## src/rtl/m31_mul_arbiter.sv

```systemverilog
// Round-robin arbiter feeding one shared, fully pipelined M31 multiplier.
// A tag pipeline carries each requester id alongside its operand pair.
module m31_mul_arbiter #(
   parameter int NUM_REQ     = 4,
   parameter int MUL_LATENCY = 7,
   parameter int DATA_WIDTH  = 31,
   parameter int ID_WIDTH    = $clog2(NUM_REQ)
) (
   input  logic                          clk,
   input  logic                          reset,
   input  logic [NUM_REQ-1:0]            req_valid,
   output logic [NUM_REQ-1:0]            req_ready,
   input  logic [NUM_REQ*DATA_WIDTH-1:0] req_a,
   input  logic [NUM_REQ*DATA_WIDTH-1:0] req_b,
   output logic [DATA_WIDTH-1:0]         mul_a,
   output logic [DATA_WIDTH-1:0]         mul_b,
   input  logic [DATA_WIDTH-1:0]         mul_out,
   output logic [NUM_REQ-1:0]            rsp_valid,
   output logic [ID_WIDTH-1:0]           rsp_id,
   output logic [DATA_WIDTH-1:0]         rsp_data,
   output logic                          idle
);

   localparam int IW1 = ID_WIDTH + 1;

   logic [ID_WIDTH-1:0]    ptr;
   logic [ID_WIDTH-1:0]    winner;
   logic [IW1-1:0]         idx;
   logic                   found;
   logic                   fire;
   logic [MUL_LATENCY:0]   vld_p;
   logic [ID_WIDTH-1:0]    id_p [0:MUL_LATENCY];

   function automatic logic [ID_WIDTH-1:0] next_ptr(input logic [ID_WIDTH-1:0] w);
      return (w == ID_WIDTH'(NUM_REQ - 1)) ? '0 : w + 1'b1;
   endfunction

   function automatic logic [NUM_REQ-1:0] id_onehot(input logic [ID_WIDTH-1:0] id);
      logic [NUM_REQ-1:0] oh;
      oh     = '0;
      oh[id] = 1'b1;
      return oh;
   endfunction

   // Arbitration: first valid requester at or above ptr, wrapping around
   always_comb begin
      found  = 1'b0;
      winner = '0;
      idx    = '0;
      for (int k = 0; k < NUM_REQ; k++) begin
         idx = {1'b0, ptr} + IW1'(k);
         if (idx >= IW1'(NUM_REQ)) idx = idx - IW1'(NUM_REQ);
         if (!found && req_valid[idx[ID_WIDTH-1:0]]) begin
            found  = 1'b1;
            winner = idx[ID_WIDTH-1:0];
         end
      end
      fire      = found & ~reset;
      req_ready = '0;
      if (fire) req_ready[winner] = 1'b1;
   end

   // Issue register (_p0), tag stages (_p1.._pN) and response register
   always_ff @(posedge clk) begin
      if (reset) begin
         ptr       <= '0;
         vld_p     <= '0;
         mul_a     <= '0;
         mul_b     <= '0;
         rsp_valid <= '0;
         rsp_id    <= '0;
         rsp_data  <= '0;
      end else begin
         vld_p     <= {vld_p[MUL_LATENCY-1:0], fire};
         rsp_valid <= vld_p[MUL_LATENCY] ? id_onehot(id_p[MUL_LATENCY]) : '0;
         if (fire) begin
            ptr   <= next_ptr(winner);
            mul_a <= req_a[winner*DATA_WIDTH +: DATA_WIDTH];
            mul_b <= req_b[winner*DATA_WIDTH +: DATA_WIDTH];
         end
         if (vld_p[MUL_LATENCY]) begin
            rsp_id   <= id_p[MUL_LATENCY];
            rsp_data <= mul_out;
         end
      end
   end

   // Tag ids are qualified by vld_p, so they need no reset
   always_ff @(posedge clk) begin
      id_p[0] <= winner;
      for (int k = 1; k <= MUL_LATENCY; k++) id_p[k] <= id_p[k-1];
   end

   assign idle = ~|vld_p;

endmodule

```

## config.mk

```make
export PLATFORM = sky130hd
export DESIGN_NAME = m31_mul_arbiter
export DESIGN_NICKNAME = d
export VERILOG_FILES = /design/src/rtl/m31_mul_arbiter.sv
export SDC_FILE = /design/constraint.sdc
export NUM_CORES = 1
export LEC_CHECK = 0
export CAP_MARGIN = 20
export CORE_AREA = 10 10 169 124
export DETAILED_ROUTE_END_ITERATION = 8
export DIE_AREA = 0 0 179 134
export GPL_TIMING_DRIVEN = 0
export PLACE_DENSITY = 0.83
export SETUP_SLACK_MARGIN = 0.1
export SLEW_MARGIN = 25
export SYNTH_ARGS = -nofsm -noshare
export SYNTH_HDL_FRONTEND = slang
export SYNTH_SLANG_ARGS = --single-unit
```

## constraint.sdc

```tcl
create_clock -name clk -period 3.05 [get_ports clk]
set_input_delay 0.61 -clock clk [delete_from_list [all_inputs] [get_ports clk]]
set_output_delay 0.61 -clock clk [all_outputs]
set_load 0.01 [all_outputs]
```

Yosys cells after proc, flatten, opt, wreduce, memory -nomap -nowiden
Memories as Yosys holds them, arrays and structs flattened.
Cells that the tools add are included.
{ "classes": {"add_sub_neg": 8, "multipliers": 1, "magnitude_cmp": 12, "eq_ne": 1, "shift": 2, "mux": 26, "n_bitwise": 3, "reduce_logical": 11} }
{ "op_table": {"columns": ["op", "n"], "rows": [
  ["variable part select 124 x 8 -> 31 bit", 2],
  ["less-than comparator 2 x 3 -> 1 bit (second input constant)", 6],
  ["2-to-1 mux 2 bit", 9],
  ["2-to-1 mux 1 bit", 10],
  [">= comparator 3 bit (second input constant)", 3],
  ["binary-select mux 1 bit (select 2 bit)", 4],
  ["OR reduction 8 bit", 1],
  ["subtractor 2 x 1 -> 2 bit (second input constant)", 4],
  ["multiplier 2 x 5 -> 7 bit (second input constant)", 1],
  ["adder 2 x 2 -> 3 bit (second input constant)", 2],
  ["logical AND 1 bit", 5],
  ["demux 1 bit (select 2 bit)", 2],
  [">= comparator 2 x 1 -> 1 bit (second input constant)", 2],
  ["logical NOT 1 bit", 4],
  ["2-to-1 mux 4 bit", 1],
  ["adder 2 x 1 -> 3 bit (second input constant)", 1],
  [">= comparator 2 x 3 -> 1 bit (second input constant)", 1],
  ["adder 2 x 1 -> 2 bit (second input constant)", 1],
  ["equality test 2 bit (second input constant)", 1],
  ["inverter 1 bit", 2],
  ["OR reduction 2 bit", 1],
  ["bitwise AND 1 bit", 1]
]} }
{ "word_totals": {"register_bits": 109, "mem_bits_rw": 16, "in_bits": 285, "out_inout_bits": 104, "memories": 1} }
{ "memory_table": {"columns": ["name", "words", "word_bits", "read_ports", "rd_clocked_by_memory_dff", "write_ports", "line", "rtl"], "rows": [
  ["id_p", 8, 2, 8, 0, 8, "32", "logic [ID_WIDTH-1:0] id_p [0:MUL_LATENCY];"]
]} }

Depth between registers and ports, before layout
{ "logic_depth": {"word_depth": 19, "depth_mapped": 9, "depth_no_buf": 6} }

Least setup slack after synthesis
No wires, ideal clock.
{ "synth_timing": {"path_kind": "input -> output", "startpoint": "in req_valid[2]", "endpoint": "out req_ready[0]", "arrival_time_ns": 1.965, "path_slack_ns": 0.475, "stages": 8, "path_cell_list": "nor2b_1 or4b_1 buf_2 and2_4 clkinv_2 buf_8 buf_6 nor3_1"} }
{ "synth_via": {"elab_chain_cells": 17, "elab_cells_between_ends": 29} }
{ "synth_lines": {"columns": ["item", "line", "rtl"], "rows": [
  ["start: declaration", "11", "input logic [NUM_REQ-1:0] req_valid,"],
  ["binary-select mux 1 bit (select 2 bit)", "53", "if (!found && req_valid[idx[ID_WIDTH-1:0]]) begin"],
  ["2-to-1 mux 1 bit (not written as such)", "53", null],
  ["2-to-1 mux 1 bit", "53", null],
  ["logical NOT 1 bit", "53", null],
  ["logical AND 1 bit", "53", null],
  ["2-to-1 mux 1 bit", "53", null],
  ["logical NOT 1 bit", "53", null],
  ["logical AND 1 bit", "53", null],
  ["[... 2 more ...]", null, null],
  ["logical AND 1 bit", "53", null],
  ["2-to-1 mux 2 bit (*)", "53", null],
  ["named net winner[0]", "27", "logic [ID_WIDTH-1:0] winner;"],
  ["less-than comparator 2 x 3 -> 1 bit (not written as such) / >= comparator 2 x 1 -> 1 bit (equally long branches)", "60", "if (fire) req_ready[winner] = 1'b1;"],
  ["logical AND 1 bit (not written as such)", "60", null],
  ["2-to-1 mux 1 bit (not written as such)", "60", null],
  ["demux 1 bit (select 2 bit) (*)", "60", null],
  ["2-to-1 mux 4 bit (*)", "60", null],
  ["end: declaration", "12", "output logic [NUM_REQ-1:0] req_ready,"]
]} }
The timed path passes the listed nets; every way through them passes the cells marked *. The select of a mux whose other input is x is not followed.

Final worst setup path
{ "layout_timing": {"startpoint": "in req_valid[3]", "endpoint": "out req_ready[2]"} }
The elaborated chain is that of the path after synthesis.

==> metrics.txt <==
# TYPE chip_impl_metric gauge
chip_impl_metric{name="core-area",unit="sq um"} 17700
chip_impl_info{name="cts_tree",value="yes"} 1
chip_impl_metric{name="first_pass_grt_wire_length",unit="um"} 43900
chip_impl_metric{name="detail-route-antenna-nets",unit=""} 0
chip_impl_metric{name="timing.final.setup_violations",unit=""} 0
chip_impl_metric{name="floorplan.die_area",unit="sq um"} 24000
chip_impl_info{name="cp_slowest_cell",value="sky130_fd_sc_hd__or4b_4"} 1
chip_impl_metric{name="pwr_density_cell",unit="nW/um^2"} 580
chip_impl_metric{name="rows",unit=""} 41
chip_impl_metric{name="ir_drop",unit="mV"} 0.362
chip_impl_metric{name="yosysSeqAreaShare",unit=""} 0.377
chip_impl_metric{name="final_design_area_no_fill",unit="sq um"} 11500
chip_impl_metric{name="number_of_global_route_vias_before_repair",unit=""} 7342
chip_impl_info{name="grt_setup_unrepaired",value="true"} 1
chip_impl_metric{name="cts-buffers-inserted",unit=""} 17
chip_impl_metric{name="timing_worst_slew_pin_value",unit="ns"} 0.845
chip_impl_metric{name="power_leakage",unit="nW"} 4.34
chip_impl_metric{name="postLayoutCoreUtil",unit=""} 0.649
chip_impl_metric{name="globalRouteOverflowTotal",unit=""} 0
chip_impl_metric{name="routed_wl",unit="um"} 30200
chip_impl_metric{name="final_max_slew_viol_count",unit=""} 0
chip_impl_metric{name="slowest_delay",unit="ns"} 0.52
chip_impl_info{name="delay_heaviest_family_cp",value="buffers and inverters"} 1
chip_impl_metric{name="finish.net_count",unit=""} 1382
chip_impl_metric{name="max_clock_freq",unit="MHz"} 344
chip_impl_metric{name="cp.arrival",unit="ns"} 2.30
chip_impl_metric{name="grt_start_max_net_pins",unit=""} 20
chip_impl_metric{name="floorplan.initialDensity",unit=""} 0.375
chip_impl_metric{name="post-dp-hpwl",unit="um"} 24100
chip_impl_metric{name="synth_seq_cells",unit=""} 125
chip_impl_metric{name="pre_repair_dr_iteration_count",unit=""} 5
chip_impl_metric{name="clock-skew-final",unit="ns"} 0.0101
chip_impl_metric{name="post-route-period-util",unit=""} 0.954
chip_impl_info{name="most_common_library_cell_in_the_layout_ignoring_fill_and_taps",value="sky130_fd_sc_hd__clkdlybuf4s50_1"} 1
chip_impl_metric{name="via_per_inst",unit=""} 5.26
chip_impl_info{name="cts_root_buf",value="sky130_fd_sc_hd__clkbuf_16"} 1
chip_impl_info{name="timing.setup.critical_path_class",value="in -> out"} 1
chip_impl_metric{name="worstPathMaxFanout",unit=""} 4
chip_impl_info{name="cp_common_cell",value="sky130_fd_sc_hd__buf_12"} 1
chip_impl_metric{name="finalWorstPathRequiredPeriod",unit="ns"} 2.91
chip_impl_info{name="timing.critical_path.to_type",value="output pin"} 1
chip_impl_metric{name="max_transition_margin",unit=""} 0.434
chip_impl_metric{name="timing.final.hold_violations",unit=""} 0
chip_impl_metric{name="clk_pin_slew",unit="ns"} 0.07
chip_impl_metric{name="syn_area_per_cell",unit="sq um"} 9.65
chip_impl_metric{name="crit_required",unit="ns"} 2.44
chip_impl_metric{name="io_buffers",unit=""} 388
chip_impl_metric{name="clk_latency",unit="ns"} 0.43
chip_impl_metric{name="drc",unit=""} 0
chip_impl_metric{name="die_height",unit="um"} 134
chip_impl_metric{name="synth-warning-count",unit=""} 0
chip_impl_metric{name="netlist_instances",unit=""} 687
chip_impl_metric{name="cts_num_sinks",unit=""} 125
chip_impl_metric{name="chipWidth",unit="um"} 179
chip_impl_info{name="crit_chain",value="dlygate4sd2_1 -> nor2_1 -> or4b_4 -> buf_6 -> and2_4 -> clkinv_2 -> buf_12 -> buf_12 -> nor3_1 -> buf_2"} 1
chip_impl_info{name="run_status",value="finished clean"} 1
chip_impl_metric{name="clock_tree.buffer_depth",unit=""} 2
chip_impl_metric{name="post_route_cells_drive_above_1_share",unit=""} 0.175
chip_impl_metric{name="path_buf_inv",unit=""} 6
chip_impl_metric{name="clock_tree.htree_level_count",unit=""} 4
chip_impl_metric{name="drt_iter0_drc",unit=""} 378
chip_impl_metric{name="grt_antenna_before_repair",unit=""} 4
chip_impl_metric{name="overall_routing_resource_usage",unit=""} 0.240
chip_impl_info{name="min-delay-path-class",value="reg -> reg"} 1
chip_impl_metric{name="synth_area",unit="sq um"} 6630
chip_impl_metric{name="areaGrowthSynthToFinish",unit="%"} 73.3
chip_impl_metric{name="gp_congestion",unit=""} 0.909
chip_impl_metric{name="vias",unit=""} 7101
chip_impl_metric{name="total_power",unit="mW"} 6.67
chip_impl_metric{name="netlist-cell-type-count",unit=""} 29
chip_impl_info{name="start_kind",value="primary input"} 1
chip_impl_info{name="final_cell_mix",value="380 x sky130_fd_sc_hd__clkdlybuf4s50_1, 125 x sky130_fd_sc_hd__dfxtp_1, 124 x sky130_fd_sc_hd__and3_1, 65 x sky130_fd_sc_hd__a211oi_1, 65 x sky130_fd_sc_hd__nand2_1"} 1
chip_impl_metric{name="postSynthNetCount",unit=""} 972
chip_impl_metric{name="placement.cell_area",unit="sq um"} 10800
chip_impl_metric{name="drv_cap",unit=""} 0
chip_impl_metric{name="post_drt_wl_per_cell",unit="um"} 22.4
chip_impl_metric{name="boundaryPins",unit=""} 389
-- flip-flops by register name (all words and copies together) (netlist names) --
signal and flops:
rsp_valid 4, vld_p 8, mul_a 31, id_p 16, rsp_data 31, ptr 2, mul_b 31, rsp_id 2
-- metal layers --
| metal | global-route usage | share of wire | vias to the layer above |
|---|---|---|---|
| li1 | - | - | 3397 |
| met1 | 0.265 | 0.39 | 3301 |
| met2 | 0.407 | 0.47 | 337 |
| met3 | 0.100 | 0.11 | 62 |
| met4 | 0.0756 | 0.031 | 4 |
| met5 | 0 | 0.0012 | - |
-- logic make-up after synthesis --
| family | after synthesis | synth area share |
|---|---|---|
| compound gates | 190 | 0.306 |
| xor+xnor | 1 | 0.00132 |
| buf+inv | 82 | 0.0643 |
| flops | 125 | 0.377 |
| mux | 32 | 0.0483 |
| simple gates | 257 | 0.203 |
-- cell usage after synthesis (all sizes together) --
| cell type | number | area (sq um) |
|---|---|---|
| xnor2 | 1 | 8.76 |
| nor2 | 40 | 150 |
| and3 | 124 | 776 |
| nor2b | 11 | 68.8 |
| o31ai | 62 | 776 |
| nand2 | 65 | 244 |
| or4 | 3 | 22.5 |
| o32ai | 1 | 8.76 |
| or2 | 1 | 6.26 |
| nor4 | 1 | 6.26 |
| buf | 30 | 229 |
| dfxtp | 125 | 2500 |
| a211oi | 124 | 1230 |
| inv | 2 | 7.51 |
| nand2b | 3 | 18.8 |
| and2 | 1 | 8.76 |
| clkinv | 1 | 5.00 |
| or4b | 1 | 10.0 |
| a21boi | 1 | 7.51 |
| clkbuf | 49 | 185 |
| nor3 | 7 | 35.0 |
| mux2i | 32 | 320 |
| a21oi | 2 | 10.0 |
-- path summary, 6_finish.rpt --
kind,start,end,slack (ns),cells past startpoint
worst max-delay path,req_valid[3],req_ready[2],0.14,10
worst min-delay path,id_p[1][5],id_p[1][7],0.32,0
worst max register to register,ptr[0],mul_a[29],0.50,9
worst min register to register,id_p[1][5],id_p[1][7],0.32,0
-- area by class of cell --
class | count | area, sq um
diodes | 3 | 7.51
multi-input cells | 480 | 3710
inverters | 3 | 12.5
fillers | 1461 | 6210
flip-flops and latches | 125 | 2500
repair buffers | 393 | 3900
clock inverters | 15 | 194
plain buffers | 77 | 439
well taps | 236 | 295
clock buffers | 17 | 425
-- through the flow --
stage,setup slack (ns),instances,TNS [ns],hold slack [ns]
5_1_grt,0.0791,1346,0,0.331
6_report,0.141,1349,0,0.318
3_5_place_dp,-0.925,1311,-14.43,0.312
4_1_cts,0.103,1347,0,0.322
2_1_floorplan,0.475,687,0,0.310
3_3_place_gp,-0.962,1311,-12.26,0.310
-- where the power goes --
part           leakage (nW)  internal [mW]  switching, mW  total, mW
Clock                 0.300           1.12          0.936       2.05
Combinational          3.01           1.31           1.31       2.62
Sequential             1.03           1.88          0.117       2.00
-- timing repair --
action,in CTS,in global routing
pin swaps,1,1
setup endpoints to repair,4,5
buffers inserted,5,0
hold buffers,0,0
resized for setup,27,7
(Power assumes the default switching activity.)
